[src/rtl/icc_branch_eval.sv]
// icc_branch_eval
//   Holds the architectural integer condition codes, evaluates SPARC Bicc
//   conditions against them and tracks the branch delay slot.
//
//   State table
//     state | meaning
//     IDLE  | no branch outstanding; a presented branch is evaluated and accepted
//     SLOT  | branch accepted; waiting for its delay-slot instruction
//
//   Ports
//     clk        in   rising-edge clock
//     reset      in   synchronous active-high reset (beats stall)
//     alu_flags  in   [3:0] {Z,N,C,V} from the ALU
//     cc_we      in   write alu_flags into icc
//     stall      in   pipeline hold, freezes every register
//     br_valid   in   Bicc presented this cycle
//     br_cond    in   [3:0] Bicc cond field
//     br_annul   in   Bicc a bit
//     slot_valid in   delay-slot instruction presented this cycle
//     icc        out  [3:0] registered {Z,N,C,V}
//     alu_cin    out  icc C bit, ALU carry-in
//     br_taken   out  registered taken pulse, the cycle after acceptance
//     slot_annul out  squash the delay-slot instruction (valid in SLOT)
//     dcti_err   out  sticky: branch seen inside a delay slot

module icc_branch_eval #(
  parameter bit         FORWARD   = 1'b1,
  parameter logic [3:0] ICC_RESET = 4'b0000
) (
  input  logic       clk,
  input  logic       reset,
  input  logic [3:0] alu_flags,
  input  logic       cc_we,
  input  logic       stall,
  input  logic       br_valid,
  input  logic [3:0] br_cond,
  input  logic       br_annul,
  input  logic       slot_valid,
  output logic [3:0] icc,
  output logic       alu_cin,
  output logic       br_taken,
  output logic       slot_annul,
  output logic       dcti_err
);

  typedef enum logic {IDLE, SLOT} state_t;

  state_t     state, state_next;
  logic       br_taken_next, slot_annul_next, dcti_err_next;
  logic [3:0] f;
  logic       z, n, c, v;
  logic       cond_base, taken, annul;

  assign alu_cin = icc[1];

  // Forwarding lets a branch issued alongside its cc-setting instruction see
  // the new flags instead of the stale register value.
  assign f = (FORWARD && cc_we) ? alu_flags : icc;
  assign {z, n, c, v} = f;

  // cond[3] inverts the sense of the cond[2:0] test; 1000 is never inverted.
  always_comb begin
    cond_base = 1'b0;
    case (br_cond[2:0])
      3'b000:  cond_base = 1'b0;
      3'b001:  cond_base = z;
      3'b010:  cond_base = z | (n ^ v);
      3'b011:  cond_base = n ^ v;
      3'b100:  cond_base = c | z;
      3'b101:  cond_base = c;
      3'b110:  cond_base = n;
      3'b111:  cond_base = v;
      default: cond_base = 1'b0;
    endcase
  end

  assign taken = cond_base ^ br_cond[3];
  // Branch-always with a=1 annuls its slot even though it is taken.
  assign annul = br_annul & (~taken | (br_cond == 4'b1000));

  always_ff @(posedge clk) begin
    if (reset) begin
      state      <= IDLE;
      icc        <= ICC_RESET;
      br_taken   <= 1'b0;
      slot_annul <= 1'b0;
      dcti_err   <= 1'b0;
    end else if (!stall) begin
      state      <= state_next;
      br_taken   <= br_taken_next;
      slot_annul <= slot_annul_next;
      dcti_err   <= dcti_err_next;
      if (cc_we) icc <= alu_flags;
    end
  end

  always_comb begin
    state_next      = state;
    br_taken_next   = 1'b0;
    slot_annul_next = slot_annul;
    dcti_err_next   = dcti_err;
    case (state)
      IDLE: begin
        if (br_valid) begin
          state_next      = SLOT;
          br_taken_next   = taken;
          slot_annul_next = annul;
        end
      end
      SLOT: begin
        // A branch in the slot is flagged but otherwise ignored.
        if (br_valid) dcti_err_next = 1'b1;
        if (slot_valid) begin
          state_next      = IDLE;
          slot_annul_next = 1'b0;
        end
      end
      default: begin
        state_next      = IDLE;
        slot_annul_next = 1'b0;
      end
    endcase
  end

endmodule

[config.mk]
export PLATFORM = sky130hd
export DESIGN_NAME = icc_branch_eval
export DESIGN_NICKNAME = d
export VERILOG_FILES = /design/src/rtl/icc_branch_eval.sv
export SDC_FILE = /design/constraint.sdc
export NUM_CORES = 1
export LEC_CHECK = 0
export BUFFER_PORTS_ARGS = -buffer_cell sky130_fd_sc_hd__buf_2
export CORE_AREA = 4 4 41 43
export CTS_CLUSTER_DIAMETER = 50
export DETAILED_ROUTE_END_ITERATION = 8
export DIE_AREA = 0 0 45 47
export GPL_ROUTABILITY_DRIVEN = 0
export PLACE_DENSITY = 0.8
export SYNTH_ARGS = -nofsm -noshare
export SYNTH_HDL_FRONTEND = slang
export SYNTH_SLANG_ARGS = --single-unit
[constraint.sdc]
create_clock -name clk -period 3.44 [get_ports clk]
set_input_delay 0.172 -clock clk [delete_from_list [all_inputs] [get_ports clk]]
set_output_delay 0.172 -clock clk [all_outputs]
set_load 0.005 [all_outputs]
**After elaboration in Yosys (flattened, before gate mapping)**

Cells that the tools add are included.

- Flip-flop bits (word level): 8
- Input port bits: 15
- Output and inout port bits: 8
- Word-level logic and storage cells: 37

- Equal/unequal tests: 10
- Muxes and demuxes: 10
- Bitwise logic cells: 9
- Reductions and logical operators: 3

Operators with widths:

| operator | count |
|---|---|
| 3-bit == test (second input constant) | 4 |
| 1-bit one-hot mux with 8 select lines | 1 |
| 3-bit by 2-bit == test with 1-bit output (second input constant) | 2 |
| 1-bit two-way mux | 6 |
| 3-bit AND reduction | 2 |
| 4-bit == test (second input constant) | 1 |
| 4-bit two-way mux | 1 |
| 2-bit inequality test (second input constant) | 2 |
| 1-bit one-hot mux with 2 select lines | 2 |
| 3-bit by 1-bit == test with 1-bit output (second input constant) | 1 |
| 3-bit zero test | 1 |
| 1-bit NOT | 3 |
| 1-bit OR | 3 |
| 1-bit XOR | 2 |
| 1-bit bitwise AND | 1 |

**Depth between registers and ports, before layout**

Gate-level depths: netlist (run 1).

- Word-level depth: 10
- Depth in mapped cells: 5
- Depth with buffers taken out: 5

**Least setup slack after synthesis (run 1)**

No wires, ideal clock.

- Path kind: reg-to-reg
- Start point: reg icc[0]
- End point: reg br_taken
- Library setup time: 88 ps
- Data arrival time: 1,385 ps
- Data required time: 3,352 ps
- Path slack: 1,967 ps
- Cell stages (with the launch flop): 6
- Path buffers: 0
- Period minus slack after synthesis: 1,473 ps
- Cells stage by stage: dfxtp_1 mux4_1 nand3_1 and3_1 a21boi_2 o32ai_2

- Longest elaborated chain between the ends: 7

Ends and longest elaborated chain:

| item | line | RTL |
|---|---|---|
| start: declaration | 39 | `output logic [3:0] icc,` |
| start signal: assignment | 93 | `if (cc_we) icc <= alu_flags;` |
| 4-bit two-way mux * | - |  |
| 1-bit XOR | 67, 68 |  |
| 1-bit OR | 67 | `3'b010: cond_base = z \| (n ^ v);` |
| 1-bit one-hot mux with 8 select lines * | 64 | `case (br_cond[2:0])` |
| 1-bit XOR * | 77 | `assign taken = cond_base ^ br_cond[3];` |
| 1-bit two-way mux * | 104 | `if (br_valid) begin` |
| 1-bit two-way mux * | 102 | `case (state)` |
| end signal: assignment | 90 | `br_taken <= br_taken_next;` |
| end: declaration | 41 | `output logic br_taken,` |

Mark *: on every way between the ends. The rest lies on a longest branch, timed or not.
A chain may end at the register's enable or synchronous reset.

**Final worst setup path (run 1)**

Ends and elaborated chain as after synthesis.

==> results.py, run 1 <==
metrics = {
    "finish": {
        "syn2layout_area_growth_pct": 25.8,
        "layout-drive-gt1-share": 0.405,
        "final_nets": 96,
        "stdcell_area_um2": 666,
        "regArea_um2": 160,
        "antenna_cells": 0,
        "multiInputGateArea_um2": 347,
        "fillers": 133,
        "final_util": 0.512,
        "fin_cells": 94,
    },
    "power": {
        "p_switching_uw": 61.7,
        "power_density_nw_per_um2": 336,
        "p_leak_uw": 0.000314,
        "pwr-share-comb": 0.228,
        "clockPowerShare": 0.321,
        "p_int_uw": 162,
        "ir_drop_v": 0.000195,
        "sw_frac_of_total": 0.275,
        "power_frac_seq": 0.451,
    },
    "sta": {
        "worstMarginPinSlew_ps": 390,
        "layout_setup_ws_ps": 1880,
        "setup_viol": 0,
        "max_freq_ghz": 0.642,
        "min_period_ps": 1560,
        "hold_violations": 0,
        "tns_ps": 0,
        "skew_ps": 5.71,
        "max_slew_margin": 0.740,
        "period_share": 0.453,
        "rsz0062_at_grt": "false",
        "finalMaxSlewViolations": 0,
    },
    "logic_synthesis": {
        "yosys-top-cells-area": "dfxtp_1 (30%), mux2i_1 (11%), mux4_1 (5.0%)",
        "yosysSeqAreaShare": 0.303,
        "synth_common_cells": "dfxtp_1 (8), nor2_1 (7), mux2i_1 (6)",
        "netlist_area_um2": 529,
        "netlist_instances": 56,
        "synth_top_area_cell": "dfxtp_1",
        "yosysTopAreaCellShare": 0.303,
        "synth_enable_flop_cells": 0,
        "ys.flop_type": "dfxtp_1",
        "ys_warn_count": 0,
        "ys_types": 29,
        "ys_ff_latch": 8,
        "synth_nets": 71,
        "synth.most_common_cell": "dfxtp_1",
        "avgSynthCellArea_um2": 9.45,
        "synthArstFlopShare": 0,
    },
    "route": {
        "vias_per_cell": 5.61,
        "wl_mm": 1.27,
        "wl_per_cell_um": 13.6,
        "final_antenna_net_count": 0,
        "drc": 0,
        "dr.first_iter.drc_count": 11,
        "vias": 527,
        "first_pass_iters": 4,
    },
    "clock_network": {
        "insertion_delay_ps": 250,
        "clkSinkCount": 8,
        "cts_tree": "done",
        "cts_setup_buffers": 0,
        "clockBufferDepth": 2,
        "ctsHoldBuffers": 0,
        "cts_root_buf": "clkbuf_4",
        "clk_pin_slew_ps": 60,
        "cts-resized-gates": 0,
        "cts.htree.levels": 1,
        "cts_inserted_buffers": 3,
    },
    "setup_path": {
        "crit_path_start_kind": "flop",
        "cp_max_fo": 4,
        "r2r_end": "br_taken",
        "critical_path_class": "flop to flop",
        "crit_family": "multiplexers",
        "reg2reg_from": "icc[0]",
        "reg2reg_depth": 5,
        "cp_slowest_stage_delay_ps": 520,
        "path_cells": "mux4_1 -> nand3_1 -> and3_1 -> a21boi_2 -> o32ai_2",
        "worstPathArrival_ps": 1730,
        "crit_path_end_kind": "flop",
        "worst-path-buf-inv": 0,
        "worst_ep_required_time_ps": 3610,
        "slowest_stage": "mux4_1",
        "rrSetupSlack_ps": 1880,
    },
    "floorplan": {
        "rows": 13,
        "die_h_um": 47,
        "io_pins": 23,
        "die-width_um": 45,
        "die-area_um2": 2120,
        "core_area_um2": 1300,
        "start_util": 0.407,
    },
    "placed_design": {
        "post-place-ws_ps": 1850,
        "portBuffers": 22,
        "placed_area_um2": 643,
        "hpwl_mm": 1.03,
        "dp_cells": 91,
    },
    "global_route": {
        "grt_max_degree": 10,
        "grt_pass1_vias": 504,
        "grt_pass1_wl_mm": 2.07,
        "antenna_found_initial": 0,
        "grt_usage": 0.138,
        "grt_overflow": 0,
    },
    "flow_run": {
        "max_cap_violations": 0,
    },
    "min_path": {
        "hold_depth": 3,
        "hold_class": "input pin to flop",
        "whs_endpoint": "icc[1]",
        "hp-start": "alu_flags[1]",
    },
    "run_status": {
        "status": "finished, final reports clean",
    },
}
metrics by stage:
| step | power [uW] | hold WS (ps) |
|---|---|---|
| finish | 224 | 170 |
| detailed placement | 154 | 436 |
| CTS | 226 | 170 |
| global route | 239 | 201 |
| global placement | 152 | 428 |
| floorplan | 132 | 311 |
placed cells by master, fill, tap and decap left out, types with 3 or more instances in the layout:
cell type and n:
dfxtp_1 8, mux2i_1 6, buf_2 22, clkbuf_4 3, nor2_1 7
worst max path at each step:
stage	startpoint	to	slack, ps	depth (start not counted)
detailed placement	br_cond[0]	br_taken	1850	6
finish	icc[0]	br_taken	1880	5
floorplan	icc[0]	br_taken	1970	5
global placement	br_cond[0]	br_taken	1920	6
CTS	icc[0]	br_taken	1870	5
global route	icc[0]	br_taken	1790	5
state kept, by name (all words and copies together), names as in the netlist:
name and cells:
state 1, slot_annul 1, icc 4, br_taken 1, dcti_err 1
per-layer routing:
layer | GRT usage | wire length, um | share of wire
met1 | 0.158 | 559 | 0.44
met2 | 0.229 | 619 | 0.49
met3 | 0.0268 | 82 | 0.064
met4 | 0.105 | 13 | 0.010
met5 | 0 | 0 | 0
power groups by stage:
stage / combinational (uW) / sequential [uW] / clock, uW
CTS: 51.2 / 101 / 73.6
detailed placement: 50.9 / 103 / 0
floorplan: 29.6 / 103 / 0
global placement: 48.9 / 103 / 0
finish: 51.1 / 101 / 71.8
global route: 56.6 / 102 / 80.6
layout make-up:
class | instances | share of cell area
clock buffers | 3 | 0.0338
inverters | 2 | 0.0113
multi-input cells | 44 | 0.521
flip-flops and latches | 8 | 0.241
well taps | 15 | 0.0282
repair buffers | 22 | 0.165
cell families (layout without fill, tap and decap cells):
logic type,after synthesis,after routing,synth area share
compound gates,13,13,0.215
xor+xnor,2,2,0.0331
buf+inv,4,27,0.0426
flops,8,8,0.303
mux,7,7,0.163
simple gates,22,22,0.244
worst reg2reg max path: cells and delay by family (launching register included):
kind | cells | cell delay, ps
AOI/OAI and AO/OA | 2 | 290
DFF | 1 | 330
muxes | 1 | 520
and+or+nand+nor | 2 | 340
Power figures use the tool's default switching activity.
==> run 2: changes to the inputs <==
==> constraint.sdc (replaced) <==
create_clock -name clk -period 1.5 [get_ports clk]
set_input_delay 0.075 -clock clk [delete_from_list [all_inputs] [get_ports clk]]
set_output_delay 0.075 -clock clk [all_outputs]
set_load 0.005 [all_outputs]
==> run 2 against run 1 <==
Against the previous run: clock-buffer cell count stayed put; flip-flop and latch count stayed put; setup slack worse by 1800 ps; combinational power grew to 2.6 times the previous value; sequential share of layout area is 1.1 points lower; clock skew is 2.5 ps lower; critical path depth stayed put; total power is 140% higher; critical path type unchanged; critical endpoint unchanged.
==> results.py, run 2 (synthesis gave the netlist of run 1 again) <==
metrics = {
    "run_status": {
        "status": "finished, final reports clean",
    },
    "setup_path": {
        "path_cells": "mux2i_2 -> or4b_4 -> and3_4 -> a21boi_2 -> o32ai_2",
        "worst_ep_required_time_ps": 1640,
        "cp_slowest_stage_delay_ps": 500,
        "crit_path_end_kind": "flop",
        "critical_path_class": "flop to flop",
        "cp_max_fo": 4,
        "crit_path_start_kind": "flop",
        "crit_family": "simple AND/OR/NAND/NOR gates",
        "worstPathArrival_ps": 1580,
        "slowest_stage": "or4b_4",
        "worst-path-buf-inv": 0,
    },
    "route": {
        "wl_per_cell_um": 14.2,
        "first_pass_iters": 4,
        "wl_mm": 1.38,
        "drc": 0,
        "dr.first_iter.drc_count": 13,
        "vias": 547,
        "final_antenna_net_count": 0,
        "vias_per_cell": 5.64,
    },
    "clock_network": {
        "cts_setup_buffers": 0,
        "clockBufferDepth": 2,
        "ctsHoldBuffers": 0,
        "clk_pin_slew_ps": 50,
        "insertion_delay_ps": 260,
        "cts_tree": "done",
        "cts.htree.levels": 1,
        "cts_inserted_buffers": 3,
        "cts_root_buf": "clkbuf_4",
        "clkSinkCount": 8,
    },
    "floorplan": {
        "die-area_um2": 2120,
        "rows": 13,
        "io_pins": 23,
        "start_util": 0.407,
        "die-width_um": 45,
        "core_area_um2": 1300,
        "die_h_um": 47,
    },
    "finish": {
        "largest_reg_flops": 4,
        "regMostFlops": "icc",
        "syn2layout_area_growth_pct": 33.1,
        "layout-drive-gt1-share": 0.500,
        "antenna_cells": 0,
        "final_nets": 99,
        "final_common_cell": "buf_2",
        "final_cell_mix": "buf_2 (22), nor2_1 (7), dfxtp_1 (7)",
        "fin_cells": 97,
    },
    "global_route": {
        "antenna_found_initial": 0,
        "grt_max_degree": 10,
        "grt_usage": 0.148,
        "grt_pass1_wl_mm": 2.21,
        "grt_overflow": 0,
        "grt_pass1_vias": 525,
    },
    "sta": {
        "period_share": 0.960,
        "hold_violations": 0,
        "rsz0062_at_grt": "false",
        "worstMarginPinSlew_ps": 367,
        "tns_ps": 0,
        "min_period_ps": 1440,
        "max_freq_ghz": 0.695,
        "whs_ps": 81.0,
        "finalMaxSlewViolations": 0,
        "max_slew_margin": 0.755,
        "skew_ps": 3.24,
        "setup_viol": 0,
    },
    "placed_design": {
        "hpwl_mm": 1.06,
        "portBuffers": 22,
        "dp_cells": 94,
    },
    "min_path": {
        "hold_class": "input pin to flop",
    },
    "flow_run": {
        "max_cap_violations": 0,
    },
    "power": {
        "p_leak_uw": 0.000326,
        "power_density_nw_per_um2": 755,
        "ir_drop_v": 0.000464,
    },
}
run 2: metrics by stage:
step / cell area (um^2) / setup WS (ps) / total power [uW] / util
after global placement: 666 / 44.7 / 354 / 0.512
after CTS: 693 / 6.40 / 530 / 0.533
after global routing: 704 / 9.32 / 562 / 0.541
after floorplan: 529 / 26.6 / 304 / -
final: 704 / 60.5 / 532 / 0.541
after detailed placement: 666 / 1.57 / 359 / 0.512
run 2: area by class of cell:
type	count	area, um^2
clock buffers	3	22.5
fillers	130	597
inverters	2	7.51
multi-input cells	44	362
flip-flops and latches	8	161
well taps	15	18.8
repair buffers	25	133
run 2: where the power goes:
group | leakage, uW | internal, uW | switching [uW] | total (uW)
Clock | 0.0000138 | 91.7 | 75.4 | 167
Sequential | 0.0000658 | 223 | 7.51 | 231
Combinational | 0.000246 | 66.7 | 67.2 | 134
Total | 0.000326 | 382 | 150 | 532
run 2: worst min-delay path, stage by stage:
cell and delay [ps]:
buf_2 90, mux2i_1 60, nor2_1 80
run 2: worst paths after layout:
path                                   start  depth (start not counted)       end  slack, ps
worst min register to register      dcti_err                          2  dcti_err        460
worst max register to register        icc[3]                          5  br_taken         60
worst max-delay path                  icc[3]                          5  br_taken         60
worst min-delay path            alu_flags[1]                          3    icc[1]         80
run 2: what timing repair did:
| action | 4_1_cts | 5_1_grt |
|---|---|---|
| gates resized for setup | 1 | 5 |
| endpoints found under the hold margin | 0 | 0 |
| pin swaps | 0 | 1 |
| setup endpoints to repair | 1 | 2 |
run 2: metal layers:
layer,part of all wire,track usage
met5,0,0
met4,0.038,0.117
met3,0.088,0.0345
met2,0.46,0.251
met1,0.41,0.158
